--- config.mk ---
export PLATFORM = sky130hd
export DESIGN_NAME = sdram_port_arbiter
export DESIGN_NICKNAME = d
export VERILOG_FILES = /design/src/rtl/sdram_port_arbiter_pkg.sv /design/src/rtl/sdram_port_arbiter_rr_pick3.sv /design/src/rtl/sdram_port_arbiter.sv
export SDC_FILE = /design/constraint.sdc
export NUM_CORES = 1
export LEC_CHECK = 0
export ABC_AREA = 1
export ABC_CLOCK_PERIOD_IN_PS = 2200
export CORE_ASPECT_RATIO = 1.2
export CORE_MARGIN = 3
export CORE_UTILIZATION = 45
export DETAILED_ROUTE_END_ITERATION = 16
export DONT_BUFFER_PORTS = 1
export PLACE_DENSITY = 0.62
export SKIP_CTS_REPAIR_TIMING = 1
export SLEW_MARGIN = 0
export SYNTH_ARGS = -nofsm -noshare
export SYNTH_HDL_FRONTEND = slang
export SYNTH_SLANG_ARGS = --single-unit
--- constraint.sdc ---
create_clock -name clk -period 2.2 [get_ports clk]
set_input_delay 0.33 -clock clk [delete_from_list [all_inputs] [get_ports clk]]
set_output_delay 0.33 -clock clk [all_outputs]
set_load 0.005 [all_outputs]
--- src/rtl/sdram_port_arbiter_pkg.sv ---
// Shared definitions for the three-port SDRAM burst-port arbiter: state encoding,
// requester indices and the default read burst length.
package sdram_port_arbiter_pkg;

    localparam int BURST_LEN_DEFAULT = 4;

    localparam logic [2:0] ST_IDLE    = 3'd0;
    localparam logic [2:0] ST_WAIT_RD = 3'd1;
    localparam logic [2:0] ST_BURST   = 3'd2;
    localparam logic [2:0] ST_WAIT_WR = 3'd3;
    localparam logic [2:0] ST_RELEASE = 3'd4;

    localparam logic [1:0] PORT_ICACHE = 2'd0;
    localparam logic [1:0] PORT_DCACHE = 2'd1;
    localparam logic [1:0] PORT_WRITE  = 2'd2;

    // Successor in the round-robin ring 0 -> 1 -> 2 -> 0.
    function automatic logic [1:0] next_port(input logic [1:0] p);
        case (p)
            PORT_ICACHE: return PORT_DCACHE;
            PORT_DCACHE: return PORT_WRITE;
            default:     return PORT_ICACHE;
        endcase
    endfunction

endpackage

--- src/rtl/sdram_port_arbiter_rr_pick3.sv ---
// Combinational round-robin picker over three requesters; the search starts at ptr
// and walks ptr, ptr+1, ptr+2 (mod 3), returning the first asserted request.
module rr_pick3 (
    input  logic [2:0] req,
    input  logic [1:0] ptr,
    output logic       valid,
    output logic [1:0] idx
);

    logic [3:0] req_ext;
    logic [1:0] cand [3];
    logic [2:0] hit;

    assign req_ext = {1'b0, req};

    generate
        for (genvar gi = 0; gi < 3; gi++) begin : g_cand
            logic [2:0] sum;
            assign sum        = {1'b0, ptr} + 3'(gi);
            assign cand[gi]   = (sum >= 3'd3) ? 2'(sum - 3'd3) : sum[1:0];
            assign hit[gi]    = req_ext[cand[gi]];
        end
    endgenerate

    assign valid = |hit;
    assign idx   = hit[0] ? cand[0] : (hit[1] ? cand[1] : cand[2]);

endmodule

--- src/rtl/sdram_port_arbiter.sv ---
// Non-preemptive round-robin arbiter sharing one SDRAM controller burst port between
// the I-cache, D-cache and uncached write path; grant is held for the whole transaction.
module sdram_port_arbiter
    import sdram_port_arbiter_pkg::*;
#(
    parameter int BURST_LEN = BURST_LEN_DEFAULT,
    parameter int ADDR_W    = 32
) (
    input  logic              clk,
    input  logic              reset,
    input  logic              p0_req,
    input  logic              p1_req,
    input  logic              p2_req,
    input  logic              p0_rw,
    input  logic              p1_rw,
    input  logic              p2_rw,
    input  logic [ADDR_W-1:0] p0_addr,
    input  logic [ADDR_W-1:0] p1_addr,
    input  logic [ADDR_W-1:0] p2_addr,
    input  logic [15:0]       p0_wdata,
    input  logic [15:0]       p1_wdata,
    input  logic [15:0]       p2_wdata,
    output logic              p0_fill,
    output logic              p1_fill,
    output logic              p2_fill,
    output logic              p0_ack,
    output logic              p1_ack,
    output logic              p2_ack,
    output logic [15:0]       rdata,
    output logic              sdram_req,
    output logic              sdram_rw,
    output logic [ADDR_W-1:0] sdram_addr,
    output logic [15:0]       sdram_wdata,
    input  logic              sdram_fill,
    input  logic              sdram_ack,
    input  logic [15:0]       sdram_rdata
);

    logic [2:0]        state_q, state_d;
    logic [2:0]        grant_q, grant_d;
    logic [1:0]        rr_ptr_q, rr_ptr_d;
    logic [3:0]        beat_q, beat_d;
    logic              sdram_req_q, sdram_req_d;
    logic              sdram_rw_q, sdram_rw_d;
    logic [ADDR_W-1:0] sdram_addr_q, sdram_addr_d;
    logic [15:0]       sdram_wdata_q, sdram_wdata_d;

    logic [2:0]        req_vec;
    logic              rw_arr    [4];
    logic [ADDR_W-1:0] addr_arr  [4];
    logic [15:0]       wdata_arr [4];
    logic              pick_valid;
    logic [1:0]        pick_idx;

    assign req_vec = {p2_req, p1_req, p0_req};

    // Entry 3 is never selected; it only keeps the 2-bit index in range.
    assign rw_arr[0]    = p0_rw;
    assign rw_arr[1]    = p1_rw;
    assign rw_arr[2]    = p2_rw;
    assign rw_arr[3]    = 1'b0;
    assign addr_arr[0]  = p0_addr;
    assign addr_arr[1]  = p1_addr;
    assign addr_arr[2]  = p2_addr;
    assign addr_arr[3]  = '0;
    assign wdata_arr[0] = p0_wdata;
    assign wdata_arr[1] = p1_wdata;
    assign wdata_arr[2] = p2_wdata;
    assign wdata_arr[3] = '0;

    rr_pick3 u_pick (
        .req   (req_vec),
        .ptr   (rr_ptr_q),
        .valid (pick_valid),
        .idx   (pick_idx)
    );

    always_comb begin
        state_d       = state_q;
        grant_d       = grant_q;
        rr_ptr_d      = rr_ptr_q;
        beat_d        = beat_q;
        sdram_req_d   = sdram_req_q;
        sdram_rw_d    = sdram_rw_q;
        sdram_addr_d  = sdram_addr_q;
        sdram_wdata_d = sdram_wdata_q;
        case (state_q)
            ST_IDLE: begin
                if (pick_valid) begin
                    sdram_req_d   = 1'b1;
                    sdram_rw_d    = rw_arr[pick_idx];
                    sdram_addr_d  = addr_arr[pick_idx];
                    sdram_wdata_d = wdata_arr[pick_idx];
                    grant_d       = 3'b001 << pick_idx;
                    rr_ptr_d      = next_port(pick_idx);
                    state_d       = rw_arr[pick_idx] ? ST_WAIT_RD : ST_WAIT_WR;
                end
            end
            ST_WAIT_RD: begin
                if (sdram_fill) begin
                    sdram_req_d = 1'b0;
                    if (BURST_LEN == 1) begin
                        grant_d = '0;
                        state_d = ST_RELEASE;
                    end else begin
                        beat_d  = 4'(BURST_LEN - 1);
                        state_d = ST_BURST;
                    end
                end
            end
            ST_BURST: begin
                // Counter holds the number of beats still to come, including this one.
                beat_d = beat_q - 4'd1;
                if (beat_q == 4'd1) begin
                    grant_d = '0;
                    state_d = ST_RELEASE;
                end
            end
            ST_WAIT_WR: begin
                if (sdram_ack) begin
                    sdram_req_d = 1'b0;
                    grant_d     = '0;
                    state_d     = ST_RELEASE;
                end
            end
            ST_RELEASE: begin
                grant_d = '0;
                state_d = ST_IDLE;
            end
            default: begin
                grant_d     = '0;
                sdram_req_d = 1'b0;
                state_d     = ST_IDLE;
            end
        endcase
    end

    always_ff @(posedge clk) begin
        if (reset) begin
            state_q       <= ST_IDLE;
            grant_q       <= '0;
            rr_ptr_q      <= PORT_ICACHE;
            beat_q        <= '0;
            sdram_req_q   <= 1'b0;
            sdram_rw_q    <= 1'b0;
            sdram_addr_q  <= '0;
            sdram_wdata_q <= '0;
        end else begin
            state_q       <= state_d;
            grant_q       <= grant_d;
            rr_ptr_q      <= rr_ptr_d;
            beat_q        <= beat_d;
            sdram_req_q   <= sdram_req_d;
            sdram_rw_q    <= sdram_rw_d;
            sdram_addr_q  <= sdram_addr_d;
            sdram_wdata_q <= sdram_wdata_d;
        end
    end

    // Strobes reach only the granted port and only in a state that expects them.
    logic       fill_en, ack_en;
    logic [2:0] fill_vec, ack_vec;

    assign fill_en = (state_q == ST_WAIT_RD) || (state_q == ST_BURST);
    assign ack_en  = (state_q == ST_WAIT_WR);

    generate
        for (genvar gi = 0; gi < 3; gi++) begin : g_route
            assign fill_vec[gi] = sdram_fill & fill_en & grant_q[gi];
            assign ack_vec[gi]  = sdram_ack & ack_en & grant_q[gi];
        end
    endgenerate

    assign p0_fill     = fill_vec[0];
    assign p1_fill     = fill_vec[1];
    assign p2_fill     = fill_vec[2];
    assign p0_ack      = ack_vec[0];
    assign p1_ack      = ack_vec[1];
    assign p2_ack      = ack_vec[2];
    assign rdata       = sdram_rdata;
    assign sdram_req   = sdram_req_q;
    assign sdram_rw    = sdram_rw_q;
    assign sdram_addr  = sdram_addr_q;
    assign sdram_wdata = sdram_wdata_q;

endmodule

==> flow_summary.ini <==
[layout]
nNetsFinal = 766
finalInstanceArea_um2 = 4190
syn2layout_area_growth_pct = 9.12
fill_cells = 862
n_antenna_cell = 0
post-route-util_pct = 51.1
drive_above_1_share_pct = 12.8

[route]
ant_nets = 0
drc_errors = 0
wl_per_cell_um = 15.7
wl_um = 11100
vias = 3786
post_drt_via_cell_ratio = 5.34
drt_iter0_drc = 176
firstDrtPassIters = 4

[setup_path]
cp-start-kind = flip-flop
crit_slowest_cell = dfxtp_4
cpMostUsedCell = nand2_1
cp_top_family = buffers and inverters
path_depth = 14
crit_type = reg -> reg
worst-r2r-cell-count = 14
crit_chain = inv_1 > ha_2 > inv_2 > nand3_1 > nand2_1 > nand2_1 > nand2_1 > o21ai_4 > inv_4 > nor2_4 > buf_12 > clkbuf_16 > a21oi_2 > a21oi_2
cp-end-kind = flip-flop
setup.worst_path.end = sdram_addr[5]
r2r_slack_ns = 0.10
worst_r2r_startpoint = rr_ptr_q[0]
crit_path_start = rr_ptr_q[0]
r2r_end = sdram_addr[5]
crit_required_ns = 2.42
arrival_ns = 2.32
critPathMaxStageDelay_ns = 0.37
cp_max_fo = 10
critPathBufInv = 5

[synthesis]
syn_avg_cell_area_um2 = 6.32
ys_warn_count = 0
synthCells = 608
syn_area_um2 = 3840
async_flop_share_pct = 0
synth.most_common_cell = nand2_1
synth_fa_ha_area_share_pct = 1.63
synthDistinctLibCells = 31
syn-num-nets = 783
ys.flop_type = dfxtp_1
synth_top_cell_by_area = dfxtp_1
synth-xor-area-share_pct = 0.228
synth-simple-area-share_pct = 35.2
ys_ff_latch = 62
synth_common_cells = nand2_1, nor2_1, nand3_1, dfxtp_1, o21ai_0
synth-compound-area-share_pct = 17.3
muxShareOfSynthArea_pct = 0
synth.area.top_cells = dfxtp_1, nand2_1, nand3_1
netlist.area_leader.share_pct = 32.3
synth_edf_count = 0
synth-seq-area-share_pct = 32.3
synth_top_family_by_area = simple AND/OR/NAND/NOR gates

[power]
power_frac_comb_pct = 65.6
pwr-share-clk_pct = 11.0
power.leakage_nw = 1.95
p_sw_w = 0.00394
sw_frac_of_total_pct = 49.3
powerDensity_nw_per_um2 = 1910
peakVddDrop_mv = 0.734
internal_power_w = 0.00406
p_seq_share_pct = 23.4

[floorplan]
fp-row-count = 36
die-width_um = 90.4
start_util_pct = 46.9
die_h_um = 107
dieArea_um2 = 9690
core_area_um2 = 8200
io_pins = 242

[timing]
drv_slew = 0
skew_ns = 0.0100
hold_ws_ns = 0.0524
worst_pin_slew_ns = 0.361
tns_ns = 0
slew_headroom_pct = 75.8
post-route-period-util_pct = 95.3
fin_crit_ns = 2.10
setup_viol = 0
hold_viol = 0
max_freq_ghz = 0.477

[clock_tree]
root_buffer = clkbuf_8
path_clk_slew_ns = 0.07
tritoncts = built
cts.path.max_buffers = 2
cts_num_sinks = 62
insertion_delay_ns = 0.34
htreeDepth = 3
cts_made_buffers = 9

[status]
status = completed

[grt]
antenna_found_initial = 0
grt_max_degree = 39
track_usage_pct = 21.2
grt_pass1_vias = 3444
grt_pass1_wl_um = 16600
grt_overflow = 0

[run]
drv.max_cap_violation_count = 0

[placement]
place_congestion = 0.864
placed_cell_area_um2 = 3850
hpwl_um = 7910
portBuffers = 0

[worst_hold_path]
hold_path_depth = 1
hold_class = in -> reg
==> final cells by class <==
type / instances / area (µm²) / share of cell area [%]
inverters: 50 / 193 / 4.60
well taps: 114 / 143 / 3.40
flip-flops and latches: 62 / 1240 / 29.7
repair buffers: 24 / 309 / 7.37
multi-input cells: 444 / 2140 / 50.9
clock buffers: 14 / 163 / 3.88
clock inverters: 1 / 5.00 / 0.119
==> state kept, by name, summed over array words and instances (netlist names) <==
register / cells
beat_q: 4
sdram_addr: 32
grant_q: 3
sdram_rw: 1
sdram_req: 1
state_q: 3
rr_ptr_q: 2
sdram_wdata: 16
==> worst reg2reg max path: cells and delay by family (launching register included) <==
family | cells | cell delay (ns)
AO/OA/AOI/OAI | 3 | 0.35
adder cells (fa/ha/maj) | 1 | 0.30
buffers and inverters | 5 | 0.58
flip-flops | 1 | 0.37
AND/OR/NAND/NOR | 5 | 0.41
==> worst min path at each step <==
stage	slack [ns]	start	endpoint
after floorplan	0.46	sdram_req	sdram_req
after global placement	0.40	reset	sdram_req
after detailed placement	0.40	reset	state_q[0]
after CTS	0.03	reset	state_q[0]
after global routing	0.04	reset	state_q[0]
final	0.05	reset	state_q[0]
==> power by group through the flow <==
| stage | registers [W] | logic [W] | clock network, W |
|---|---|---|---|
| after floorplan | 0.00179 | 0.00383 | 0 |
| after global placement | 0.00189 | 0.00467 | 0 |
| after detailed placement | 0.00189 | 0.00478 | 0 |
| after CTS | 0.00188 | 0.00480 | 0.000908 |
| after global routing | 0.00192 | 0.00601 | 0.000960 |
| final | 0.00188 | 0.00525 | 0.000882 |
==> layer usage <==
layer	routed length, µm	vias up	global-route usage [%]	part of all wire [%]
li1	-	1896	-	-
met2	5740	163	38.8	52
met4	182	0	8.42	1.6
met3	779	17	5.54	7.0
met5	0	-	0	0
met1	4400	1710	23.4	40
==> placed cells by master (no fill, tap or decap), drive strengths merged <==
master,n
nor2b,1
dfxtp,62
nand3b,1
clkinv,1
a21boi,1
inv,50
nand4,3
a221oi,1
buf,22
o21a,1
nor3,3
xor2,1
o21ai,58
ha,5
a22oi,1
a21oi,51
nor3b,1
nand2,180
nand3,65
nor2,68
and2,2
o211ai,1
clkbuf,16
==> per-stage QoR <==
step | total power (W) | setup slack (ns) | cells
3_3_place_gp | 0.00656 | 0.178 | 687
5_1_grt | 0.00889 | -0.0736 | 709
3_5_place_dp | 0.00668 | 0.0980 | 687
2_1_floorplan | 0.00562 | 0.316 | 608
6_report | 0.00801 | 0.104 | 709
4_1_cts | 0.00758 | 0.0812 | 702
==> kinds of logic (layout without fill, tap and decap cells) <==
logic type                 after synthesis  in the layout
adders and majority gates                5              5
buffers and inverters                  102             89
xor gates and xnor gates                 1              1
and+or+nand+nor                        324            324
AOI/OAI and AO/OA                      114            114
DFF                                     62             62
Power figures use the tool's default switching activity.
